`src/rtl/seven_segment_pkg.sv`:
```
// rtl/seven_segment_pkg.sv - shared 7-segment patterns, bit indices and monitor state encoding
package seven_segment_pkg;

    localparam int SEG_A = 6;
    localparam int SEG_B = 5;
    localparam int SEG_C = 4;
    localparam int SEG_D = 3;
    localparam int SEG_E = 2;
    localparam int SEG_F = 1;
    localparam int SEG_G = 0;

    // Lit-high patterns, bit order ABCDEFG
    localparam logic [6:0] SEG_0     = 7'b1111110;
    localparam logic [6:0] SEG_1     = 7'b0110000;
    localparam logic [6:0] SEG_2     = 7'b1101101;
    localparam logic [6:0] SEG_3     = 7'b1111001;
    localparam logic [6:0] SEG_4     = 7'b0110011;
    localparam logic [6:0] SEG_5     = 7'b1011011;
    localparam logic [6:0] SEG_6     = 7'b1011111;
    localparam logic [6:0] SEG_7     = 7'b1110000;
    localparam logic [6:0] SEG_8     = 7'b1111111;
    localparam logic [6:0] SEG_9     = 7'b1111011;
    localparam logic [6:0] SEG_HA    = 7'b1110111;
    localparam logic [6:0] SEG_HB    = 7'b0011111;
    localparam logic [6:0] SEG_HC    = 7'b1001110;
    localparam logic [6:0] SEG_HD    = 7'b0111101;
    localparam logic [6:0] SEG_HE    = 7'b1001111;
    localparam logic [6:0] SEG_HF    = 7'b1000111;
    localparam logic [6:0] SEG_BLANK = 7'b0000000;

    typedef enum logic {
        S_SETTLE = 1'b0,
        S_LOCKED = 1'b1
    } seg_state_t;

    // Encoder-side view of the same table, so both ends of a loopback agree
    function automatic logic [6:0] seg_encode(input logic [3:0] i_value);
        logic [6:0] w_pat;
        case (i_value)
            4'h0:    w_pat = SEG_0;
            4'h1:    w_pat = SEG_1;
            4'h2:    w_pat = SEG_2;
            4'h3:    w_pat = SEG_3;
            4'h4:    w_pat = SEG_4;
            4'h5:    w_pat = SEG_5;
            4'h6:    w_pat = SEG_6;
            4'h7:    w_pat = SEG_7;
            4'h8:    w_pat = SEG_8;
            4'h9:    w_pat = SEG_9;
            4'hA:    w_pat = SEG_HA;
            4'hB:    w_pat = SEG_HB;
            4'hC:    w_pat = SEG_HC;
            4'hD:    w_pat = SEG_HD;
            4'hE:    w_pat = SEG_HE;
            default: w_pat = SEG_HF;
        endcase
        return w_pat;
    endfunction

endpackage

```
`src/rtl/seven_segment_pattern_lut.sv`:
```
// rtl/seven_segment_pattern_lut.sv - combinational lit-high pattern to hex value / blank / legal classifier
module seven_segment_pattern_lut
    import seven_segment_pkg::*;
(
    input  logic [6:0] i_Pattern,
    output logic       o_Legal,
    output logic       o_Blank,
    output logic [3:0] o_Value
);

    always_comb begin
        o_Legal = 1'b1;
        o_Blank = 1'b0;
        o_Value = 4'h0;
        case (i_Pattern)
            SEG_0:     o_Value = 4'h0;
            SEG_1:     o_Value = 4'h1;
            SEG_2:     o_Value = 4'h2;
            SEG_3:     o_Value = 4'h3;
            SEG_4:     o_Value = 4'h4;
            SEG_5:     o_Value = 4'h5;
            SEG_6:     o_Value = 4'h6;
            SEG_7:     o_Value = 4'h7;
            SEG_8:     o_Value = 4'h8;
            SEG_9:     o_Value = 4'h9;
            SEG_HA:    o_Value = 4'hA;
            SEG_HB:    o_Value = 4'hB;
            SEG_HC:    o_Value = 4'hC;
            SEG_HD:    o_Value = 4'hD;
            SEG_HE:    o_Value = 4'hE;
            SEG_HF:    o_Value = 4'hF;
            SEG_BLANK: begin
                o_Legal = 1'b0;
                o_Blank = 1'b1;
            end
            default:   o_Legal = 1'b0;
        endcase
    end

endmodule

```
`src/rtl/seven_segment_decoder_monitor.sv`:
```
// rtl/seven_segment_decoder_monitor.sv - debounced 7-segment bus decoder with legal/blank/illegal flags
module seven_segment_decoder_monitor
    import seven_segment_pkg::*;
#(
    parameter int STABLE_CYCLES = 250000,  // must be >= 2
    parameter bit ACTIVE_LOW    = 1'b1
) (
    input  logic       i_Clk,
    input  logic       i_Reset,
    input  logic [6:0] i_Segments,
    output logic [3:0] o_Binary_Num,
    output logic       o_Valid,
    output logic       o_Blank,
    output logic       o_Error,
    output logic       o_Change,
    output logic [7:0] o_Error_Count
);

    localparam int CW = $clog2(STABLE_CYCLES);
    localparam logic [CW-1:0] CNT_MAX = CW'(STABLE_CYCLES - 1);
    localparam logic [CW-1:0] CNT_PRE = CW'(STABLE_CYCLES - 2);

    logic [6:0]    r_Sample;
    logic [6:0]    r_Prev;
    logic [CW-1:0] r_Count;
    seg_state_t    r_State;
    seg_state_t    w_State_Next;
    logic          w_Commit;
    logic          w_Same;
    logic [6:0]    w_Sample_In;

    logic          w_Legal;
    logic          w_Is_Blank;
    logic [3:0]    w_Value;

    logic [3:0]    r_Binary_Num;
    logic          r_Valid;
    logic          r_Blank;
    logic          r_Error;
    logic          r_Change;
    logic [7:0]    r_Error_Count;

    assign w_Sample_In = ACTIVE_LOW ? ~i_Segments : i_Segments;
    assign w_Same      = (r_Sample == r_Prev);

    seven_segment_pattern_lut u_lut (
        .i_Pattern (r_Sample),
        .o_Legal   (w_Legal),
        .o_Blank   (w_Is_Blank),
        .o_Value   (w_Value)
    );

    always_ff @(posedge i_Clk) begin
        if (i_Reset) begin
            r_State <= S_SETTLE;
        end else begin
            r_State <= w_State_Next;
        end
    end

    // Commit fires on the edge where the counter steps into CNT_MAX
    always_comb begin
        w_State_Next = r_State;
        w_Commit     = 1'b0;
        case (r_State)
            S_SETTLE: begin
                if (w_Same && (r_Count == CNT_PRE)) begin
                    w_Commit     = 1'b1;
                    w_State_Next = S_LOCKED;
                end
            end
            S_LOCKED: begin
                if (!w_Same) begin
                    w_State_Next = S_SETTLE;
                end
            end
            default: w_State_Next = S_SETTLE;
        endcase
    end

    always_ff @(posedge i_Clk) begin
        if (i_Reset) begin
            r_Sample      <= 7'd0;
            r_Prev        <= 7'd0;
            r_Count       <= '0;
            r_Binary_Num  <= 4'h0;
            r_Valid       <= 1'b0;
            r_Blank       <= 1'b0;
            r_Error       <= 1'b0;
            r_Change      <= 1'b0;
            r_Error_Count <= 8'd0;
        end else begin
            r_Sample <= w_Sample_In;
            r_Prev   <= r_Sample;
            r_Change <= 1'b0;

            if (!w_Same) begin
                r_Count <= '0;
            end else if (r_Count != CNT_MAX) begin
                r_Count <= r_Count + 1'b1;
            end

            if (w_Commit) begin
                if (w_Legal) begin
                    r_Binary_Num <= w_Value;
                    r_Valid      <= 1'b1;
                    r_Blank      <= 1'b0;
                    r_Error      <= 1'b0;
                    r_Change     <= (w_Value != r_Binary_Num) || !r_Valid;
                end else if (w_Is_Blank) begin
                    r_Valid <= 1'b0;
                    r_Blank <= 1'b1;
                    r_Error <= 1'b0;
                end else begin
                    r_Valid <= 1'b0;
                    r_Blank <= 1'b0;
                    r_Error <= 1'b1;
                    if (r_Error_Count != 8'hFF) begin
                        r_Error_Count <= r_Error_Count + 8'd1;
                    end
                end
            end
        end
    end

    assign o_Binary_Num  = r_Binary_Num;
    assign o_Valid       = r_Valid;
    assign o_Blank       = r_Blank;
    assign o_Error       = r_Error;
    assign o_Change      = r_Change;
    assign o_Error_Count = r_Error_Count;

endmodule

```
`config.mk`:
```
export PLATFORM = sky130hd
export DESIGN_NAME = seven_segment_decoder_monitor
export DESIGN_NICKNAME = d
export VERILOG_FILES = /design/src/rtl/seven_segment_pkg.sv /design/src/rtl/seven_segment_pattern_lut.sv /design/src/rtl/seven_segment_decoder_monitor.sv
export SDC_FILE = /design/constraint.sdc
export NUM_CORES = 1
export LEC_CHECK = 0
export ABC_AREA = 1
export CAP_MARGIN = 20
export CELL_PAD_IN_SITES_DETAIL_PLACEMENT = 1
export CELL_PAD_IN_SITES_GLOBAL_PLACEMENT = 1
export CORE_MARGIN = 4
export CORE_UTILIZATION = 44
export DETAILED_ROUTE_END_ITERATION = 10
export GPL_TIMING_DRIVEN = 1
export PLACE_DENSITY_LB_ADDON = 0.1
export SYNTH_ARGS = -nofsm -noshare
export SYNTH_HDL_FRONTEND = slang
export SYNTH_HIERARCHICAL = 1
export SYNTH_SLANG_ARGS = --single-unit
```
`constraint.sdc`:
```
create_clock -name i_Clk -period 2.9 [get_ports i_Clk]
set_input_delay 0.29 -clock i_Clk [delete_from_list [all_inputs] [get_ports i_Clk]]
set_output_delay 0.29 -clock i_Clk [all_outputs]
set_load 0.1 [all_outputs]
```
==> metrics.md, run 1 <==
| Metric | Value |
|---|---|
| Status | `completed` |
| Area grow syn2layout | `13.5%` |
| Synth top area cells | `dfxtp_1 35%, nand2_1 13%, nor2_1 13%` |
| Post-route setup TNS | `0 ps` |
| WP data required | `3140 ps` |
| Synthesized area | `around 2800 sq um` |
| Yosys reg bits | `between 40 and 50` |
| Pwr Total | `1.21 mW` |
| Sequential area share after synthesis | `0.354` |
| Cell Rows | `28` |
| Core footprint | `approximately 6000 sq um` |
| Most used routing layer | `met2` |
| LEAKAGE | `1.39 nW` |
| DRC | `0` |
| Setup Buffers After CTS | `0` |
| Period utilization | `0.760` |
| Clock root buffer | `clkbuf_8` |
| Hold Path Class | `reg -> reg` |
| Crit path capture type | `flop` |
| RSZ-0062 raised after global routing | `false` |
| Syn Inst Count | `~430` |
| Clock Tree Buf Depth | `2` |
| Vias per cell | `between 4 and 5` |
| Relative slew margins | `0.626` |
| Slew Limit Fails | `0` |
| CTS sink cnt | `49` |
| Final ANT Viol Nets | `0` |
| Layout cell share with drive strength beyond 1 | `0.148` |
| Final setup violating endpoints | `0` |
| Pre-antenna DRT Iters | `4` |
| Critical-path maximum fanout | `9` |
| Clk_lat worst skew | `300 ps` |
| Initial DRC Count | `~100` |
| Post-CTS resize count | `0` |
| Clock Skew | `6.98 ps` |
| Via count of the first global-routing pass | `2736` |
| Syn_nets | `roughly 440` |
| Post-DP HPWL | `5370 microns` |
| CTS buffer count | `5` |
| CP Data Arrival Time | `between 2000 and 2500 ps` |
| Synth cell types | `35` |
| Clk pin slew, worst setup/hold paths | `roughly 100 ps` |
| Hold_buf cts | `0` |
| Nets@finish | `472` |
| Port Buf Inserts | `24` |
| DR vias | `2666` |
| Gr usage total | `0.195` |
| Setup ws final | `696 ps` |
| Initial Utilization | `0.460` |
| Fmax | `454 MHz` |
| Io pins | `25` |
| Number of max-cap violations | `0` |
| M2 GR Usage | `0.351` |
| Global-route wire length before repair | `about 12000 microns` |
| Initial antenna violation count | `0` |
| Gr ovfl total | `0` |
| Routed WL | `6810 microns` |
| Die area | `7640 sq um` |
| Post-Syn Area per Cell | `roughly 6.4 sq um` |
| Met1 usage | `0.238` |
| Post-detailed-route wirelength per cell | `12.7 microns` |
| Post-synth EDFFs | `0` |
| Largest net degree at the start of global routing | `17` |
| Yosys top cell area share | `0.354` |
| WS Path Type | `reg -> reg` |
| FFs w/ async S/R, synth | `0` |
| N_diodes | `0` |
| Top FF cell, synth | `dfxtp_1` |
| Yosys warns | `6` |
| Design Area, Final | `3150 sq um` |
| Dpl ws | `732 ps` |
| GR Util met3 | `0.0350` |
| Gpl congestion | `approximately 0.9` |
| Startpoint Class | `flop` |
| Crit path time final | `2200 ps` |
| P per Cell Area | `383 nW/um^2` |
| Htree depth | `2` |
| Slew of the pin with the lowest slew margin | `around 560 ps` |
| Die width | `87.4 microns` |
| CTS tree | `built` |
| Placed Instance Area | `between 3000 and 4000 sq um` |
| Yosys top cell by area | `dfxtp_1` |
| Die outline height | `87.4 microns` |
| Fin. Hold Viols | `0` |
| Max IR drop VDD | `0.185 mV` |
layer usage:
metal	part of all wire	routed length [microns]
met5	0	0
met4	0.0094	64
met3	0.016	112
met2	0.51	3470
met1	0.46	3160
worst paths after layout:
kind | startpoint | endpoint | slack, ps | depth (start not counted)
worst min register to register | o_Error$_SDFFE_PP0N_ | o_Error$_SDFFE_PP0N_ | 490 | 2
worst max-delay path | r_Sample[4]$_SDFF_PP0_ | o_Error_Count[2]$_SDFFE_PP0P_ | 700 | 14
worst max register to register | r_Sample[4]$_SDFF_PP0_ | o_Error_Count[2]$_SDFFE_PP0P_ | 700 | 14
worst min-delay path | o_Error$_SDFFE_PP0N_ | o_Error$_SDFFE_PP0N_ | 490 | 2
state kept, by name (all words and copies together), names as in the netlist:
signal	flops
o_Blank	1
r_Sample	7
o_Error	1
r_State	1
o_Change	1
r_Count	18
r_Prev	7
o_Binary_Num	4
o_Error_Count	8
o_Valid	1
cell usage after synthesis (all sizes together), types with 2 or more instances:
cell and instances:
nand2 103, o21ai 14, buf 2, nor2 108
nor3 10, clkbuf 2, ha 3, a31oi 2
nand4 16, a21oi 17, nand3 20, dfxtp 49
inv 73, and2 2, xor2 3, xnor2 2
cells in the final DEF (no fill, tap or decap), drive strengths merged, types with 2 or more instances in the layout:
master         netlist  routed
clkbuf               2       6
nand4               16      16
clkinv               0       2
nand2              103     103
nor2               108     108
o21ai               14      14
xor2                 3       3
nor3                10      10
ha                   3       3
nand3               20      20
clkdlybuf4s50        0       8
dfxtp               49      49
xnor2                2       2
a31oi                2       2
inv                 73      73
buf                  2      17
a21oi               17      17
and2                 2       2
through the flow:
step	util	std cells	hold WS, ps
global route	0.522	536	500
finish	0.522	536	489
global placement	0.506	528	453
CTS	0.522	536	490
detailed placement	0.506	528	473
floorplan	-	432	357
logic make-up (layout without fill, tap and decap cells):
| kind of cell | count (synthesis) | count (layout) | synth area share |
|---|---|---|---|
| adder cells (fa/ha/maj) | 3 | 3 | 0.0135 |
| flip-flops | 49 | 49 | 0.354 |
| AO/OA/AOI/OAI | 37 | 37 | 0.0731 |
| AND/OR/NAND/NOR | 261 | 261 | 0.437 |
| buffers and inverters | 77 | 106 | 0.107 |
| XOR/XNOR | 5 | 5 | 0.0158 |
where the power goes:
group	leakage [nW]	switching (mW)	internal (mW)	total [mW]
clock	0.0512	0.231	0.194	0.424
combinational	0.939	0.0557	0.0304	0.0861
sequential	0.398	0.0138	0.682	0.696
layout make-up:
cell class | count | area [sq um]
flip-flops and latches | 49 | 981
well taps | 75 | 93.8
clock inverters | 2 | 13.8
inverters | 73 | 274
repair buffers | 25 | 208
fillers | 869 | 2880
multi-input cells | 306 | 1500
clock buffers | 6 | 82.6
worst max-delay path, stage by stage (launching register included):
cell     delay, ps
dfxtp_1        540
inv_2          120
nand3_2        150
inv_2           50
nand2_2         80
nand2_1         60
inv_1           50
nand2_1         40
nor2_1          80
nand2_1        120
nor2_2         400
nand4_4        210
nand2_1        110
nand2_1         50
nor2_1          90
Note: power is estimated with default switching activity, not from simulation.
==> inputs of run 2 (changes only) <==
CORE_UTILIZATION = 40   (was 44)
clock period = 2.1 ns   (was 2.9 ns; I/O delays follow)
==> run 2 against run 1 <==
Net effect:
- clock skew up 2.9 ps
- worst setup slack worse by 420 ps
- global-route usage down 1.7 points
- final cell count up 2.6%
- sequential share of layout area down 0.89 points
- hold slack worse by 67 ps
- die area up 9.1%
- register-to-register slack worse by 420 ps
- wire length up 1.2%
- clock-buffer cell count unchanged
- clock power up 71%
- fmax up 21%
- largest power group unchanged
- highest routed layer unchanged
==> metrics.md, run 2 (synthesis gave the netlist of run 1 again) <==
| Metric | Value |
|---|---|
| Fmax | `550 MHz (was 454 MHz)` |
| CP Data Arrival Time | `2070 ps (was 2450 ps)` |
| WS Path Type | `reg -> reg (unchanged)` |
| Slowest CP cell | `dfxtp_2 (was dfxtp_1)` |
| CTS tree | `built (unchanged)` |
| Reg2reg setup slack | `280 ps (was 700 ps)` |
| Worst r2r path cells | `13 (was 14)` |
| Layout filler cell count | `937 (was 869)` |
| Crit path time final | `1820 ps (was 2200 ps)` |
| CTS sink cnt | `49 (unchanged)` |
| Slew of the pin with the lowest slew margin | `634 ps (was 555 ps)` |
| Max FFs per register | `18 (unchanged)` |
| Hold Path Class | `in -> reg (was reg -> reg)` |
| Crit path cell chain | `buf_4 > nand3_2 > nor2_2 > nor2_1 > nand2_1 > nor2_1 > nand2_2 > nor2_4 > buf_4 > nand4_1 > nand2_1 > inv_1 > nor2_1 (was inv_2 > nand3_2 > inv_2 > nand2_2 > nand2_1 > inv_1 > nand2_1 > nor2_1 > nand2_1 > nor2_2 > nand4_4 > nand2_1 > nand2_1 > nor2_1)` |
| Critical-path maximum fanout | `7 (was 9)` |
| CP max stage delay | `360 ps (was 540 ps)` |
| Hold_buf cts | `0 (unchanged)` |
| Clock Tree Buf Depth | `2 (unchanged)` |
| Htree depth | `2 (unchanged)` |
| Gr usage total | `0.178 (was 0.195)` |
| P per Cell Area | `556 nW/um^2 (was 383 nW/um^2)` |
| RR Startpoint | `r_Sample[4]$_SDFF_PP0_ (unchanged)` |
| Initial Utilization | `0.411 (was 0.460)` |
| Post-route setup TNS | `0 ps (unchanged)` |
| Max IR drop VDD | `0.229 mV (was 0.185 mV)` |
| Crit path capture type | `flop (unchanged)` |
| Most frequent cells in the layout | `95 x nor2_1, 93 x nand2_1, 58 x inv_1 (was 97 x nand2_1, 96 x nor2_1, 58 x inv_1)` |
| Period utilization | `0.866 (was 0.760)` |
| Gpl congestion | `0.847 (was 0.878)` |
| Crit. Startpoint | `r_Sample[4]$_SDFF_PP0_ (unchanged)` |
| Finished Core Util | `0.484 (was 0.522)` |
| Nets@finish | `481 (was 472)` |
| Vias per cell | `4.87 (was 4.97)` |
| Cell Rows | `30 (was 28)` |
| Slew Limit Fails | `0 (unchanged)` |
| Layout cell share with drive strength beyond 1 | `0.191 (was 0.148)` |
| Number of max-cap violations | `0 (unchanged)` |
| Die area | `8330 sq um (was 7640 sq um)` |
| WP data required | `2350 ps (was 3140 ps)` |
| N_diodes | `0 (unchanged)` |
| Die width | `91.3 microns (was 87.4 microns)` |
| Gr ovfl total | `0 (unchanged)` |
| Post-detailed-route wirelength per cell | `12.5 microns (was 12.7 microns)` |
| Final non-filler cell total | `550 (was 536)` |
| Startpoint Class | `flop (unchanged)` |
| Status | `completed (unchanged)` |
| Inst Count DP | `540 (was 528)` |
| Clk_lat worst skew | `310 ps (was 300 ps)` |
| Routed WL | `6890 microns (was 6810 microns)` |
| Placed Instance Area | `3110 sq um (was 3050 sq um)` |
| CTS buffer count | `5 (unchanged)` |
| DR vias | `2679 (was 2666)` |
| Global-route wire length before repair | `12400 microns (was 12000 microns)` |
| Final setup violating endpoints | `0 (unchanged)` |
| Die outline height | `91.3 microns (was 87.4 microns)` |
| Io pins | `25 (unchanged)` |
| Leading cell type in the layout, fill and taps excluded | `nor2_1 (was nand2_1)` |
| Post-DP HPWL | `5370 microns (about the same)` |
| DRC | `0 (unchanged)` |
| LEAKAGE | `1.45 nW (was 1.39 nW)` |
| Largest net degree at the start of global routing | `17 (unchanged)` |
| Clk pin slew, worst setup/hold paths | `90 ps (was 100 ps)` |
| Port Buf Inserts | `24 (unchanged)` |
| Multi-input logic area | `1510 sq um (was 1500 sq um)` |
| Relative slew margins | `0.573 (was 0.626)` |
| Clock Skew | `9.93 ps (was 6.98 ps)` |
| Reg with most FFs | `r_Count (unchanged)` |
| Initial antenna violation count | `0 (unchanged)` |
| Core footprint | `6760 sq um (was 6030 sq um)` |
| Area grow syn2layout | `18.0% (was 13.5%)` |
| Worst Hold End | `r_Sample[5]$_SDFF_PP0_ (was o_Error$_SDFFE_PP0N_)` |
| Pre-antenna DRT Iters | `5 (was 4)` |
| RSZ-0062 raised after global routing | `false (unchanged)` |
| Register area | `991 sq um (was 981 sq um)` |
| Initial DRC Count | `68 (was 102)` |
| Clock root buffer | `clkbuf_8 (unchanged)` |
| Worst min-delay path startpoint | `i_Segments[5] (was o_Error$_SDFFE_PP0N_)` |
| Worst r2r dst | `o_Error_Count[4]$_SDFFE_PP0P_ (was o_Error_Count[2]$_SDFFE_PP0P_)` |
| Worst hold stages | `2 (unchanged)` |
| Most used cell, CP | `nor2_1 (was nand2_1)` |
| Via count of the first global-routing pass | `2695 (was 2736)` |
| Fin. Hold Viols | `0 (unchanged)` |
| Design Area, Final | `3270 sq um (was 3150 sq um)` |
| Final ANT Viol Nets | `0 (unchanged)` |
## run 2: changes by cell type in the layout (fill, tap and decap cells not counted), moves of 4 or more
cell     previous run  this run
dfxtp_2             0         8
buf_4              17        26
dfxtp_1            49        41
nand2_2             5         9
nand2_1            97        93
## run 2: power breakdown
group	total, mW	switching (mW)	internal [mW]
logic	0.135	0.0820	0.0533
registers	0.960	0.0164	0.943
clock network	0.724	0.337	0.388
total	1.82	0.435	1.38
## run 2: metrics by stage
stage	power, mW	setup slack, ps	hold slack (ps)
after detailed placement	1.11	-16.6	464
final	1.82	281	422
after floorplan	1.06	51.4	277
after CTS	1.83	53.2	412
after global placement	1.10	124	456
after global routing	1.91	0.765	410
## run 2: repair_timing
action	in CTS	in global routing
cloned	0	0
gates resized for setup	1	11
pin swaps	0	1
setup buffers	0	2
endpoints found under the setup margin	5	14
## run 2: worst max-delay path by stage
stage	endpoint	slack, ps	cells after the start
final	o_Error_Count[4]$_SDFFE_PP0P_	280	13
after global routing	o_Error_Count[6]$_SDFFE_PP0P_	0.8	14
after CTS	o_Error_Count[0]$_SDFFE_PP0P_	50	12
after floorplan	o_Error_Count[3]$_SDFFE_PP0P_	50	8
after detailed placement	o_Error_Count[0]$_SDFFE_PP0P_	-20	12
after global placement	o_Error_Count[1]$_SDFFE_PP0P_	120	12
## run 2: area by class of cell
cell class,count,share of cell area
clock buffers,6,0.0252
clock inverters,2,0.0115
inverters,73,0.0837
multi-input cells,306,0.462
flip-flops and latches,49,0.303
well taps,80,0.0306
repair buffers,34,0.0841
## run 2: per-layer routing
metal  vias up  GRT usage  wire, microns
met5         -          0              0
li1       1410          -              -
met1      1245      0.223           3260
met3         6     0.0282            143
met2        18      0.316           3420
met4         0     0.0452             72
## run 2: worst max-delay path: cells and delay by family, from the launching register on
family / cells / cell delay, ps
and+or+nand+nor: 10 / 1040
DFF: 1 / 360
buffers and inverters: 3 / 360
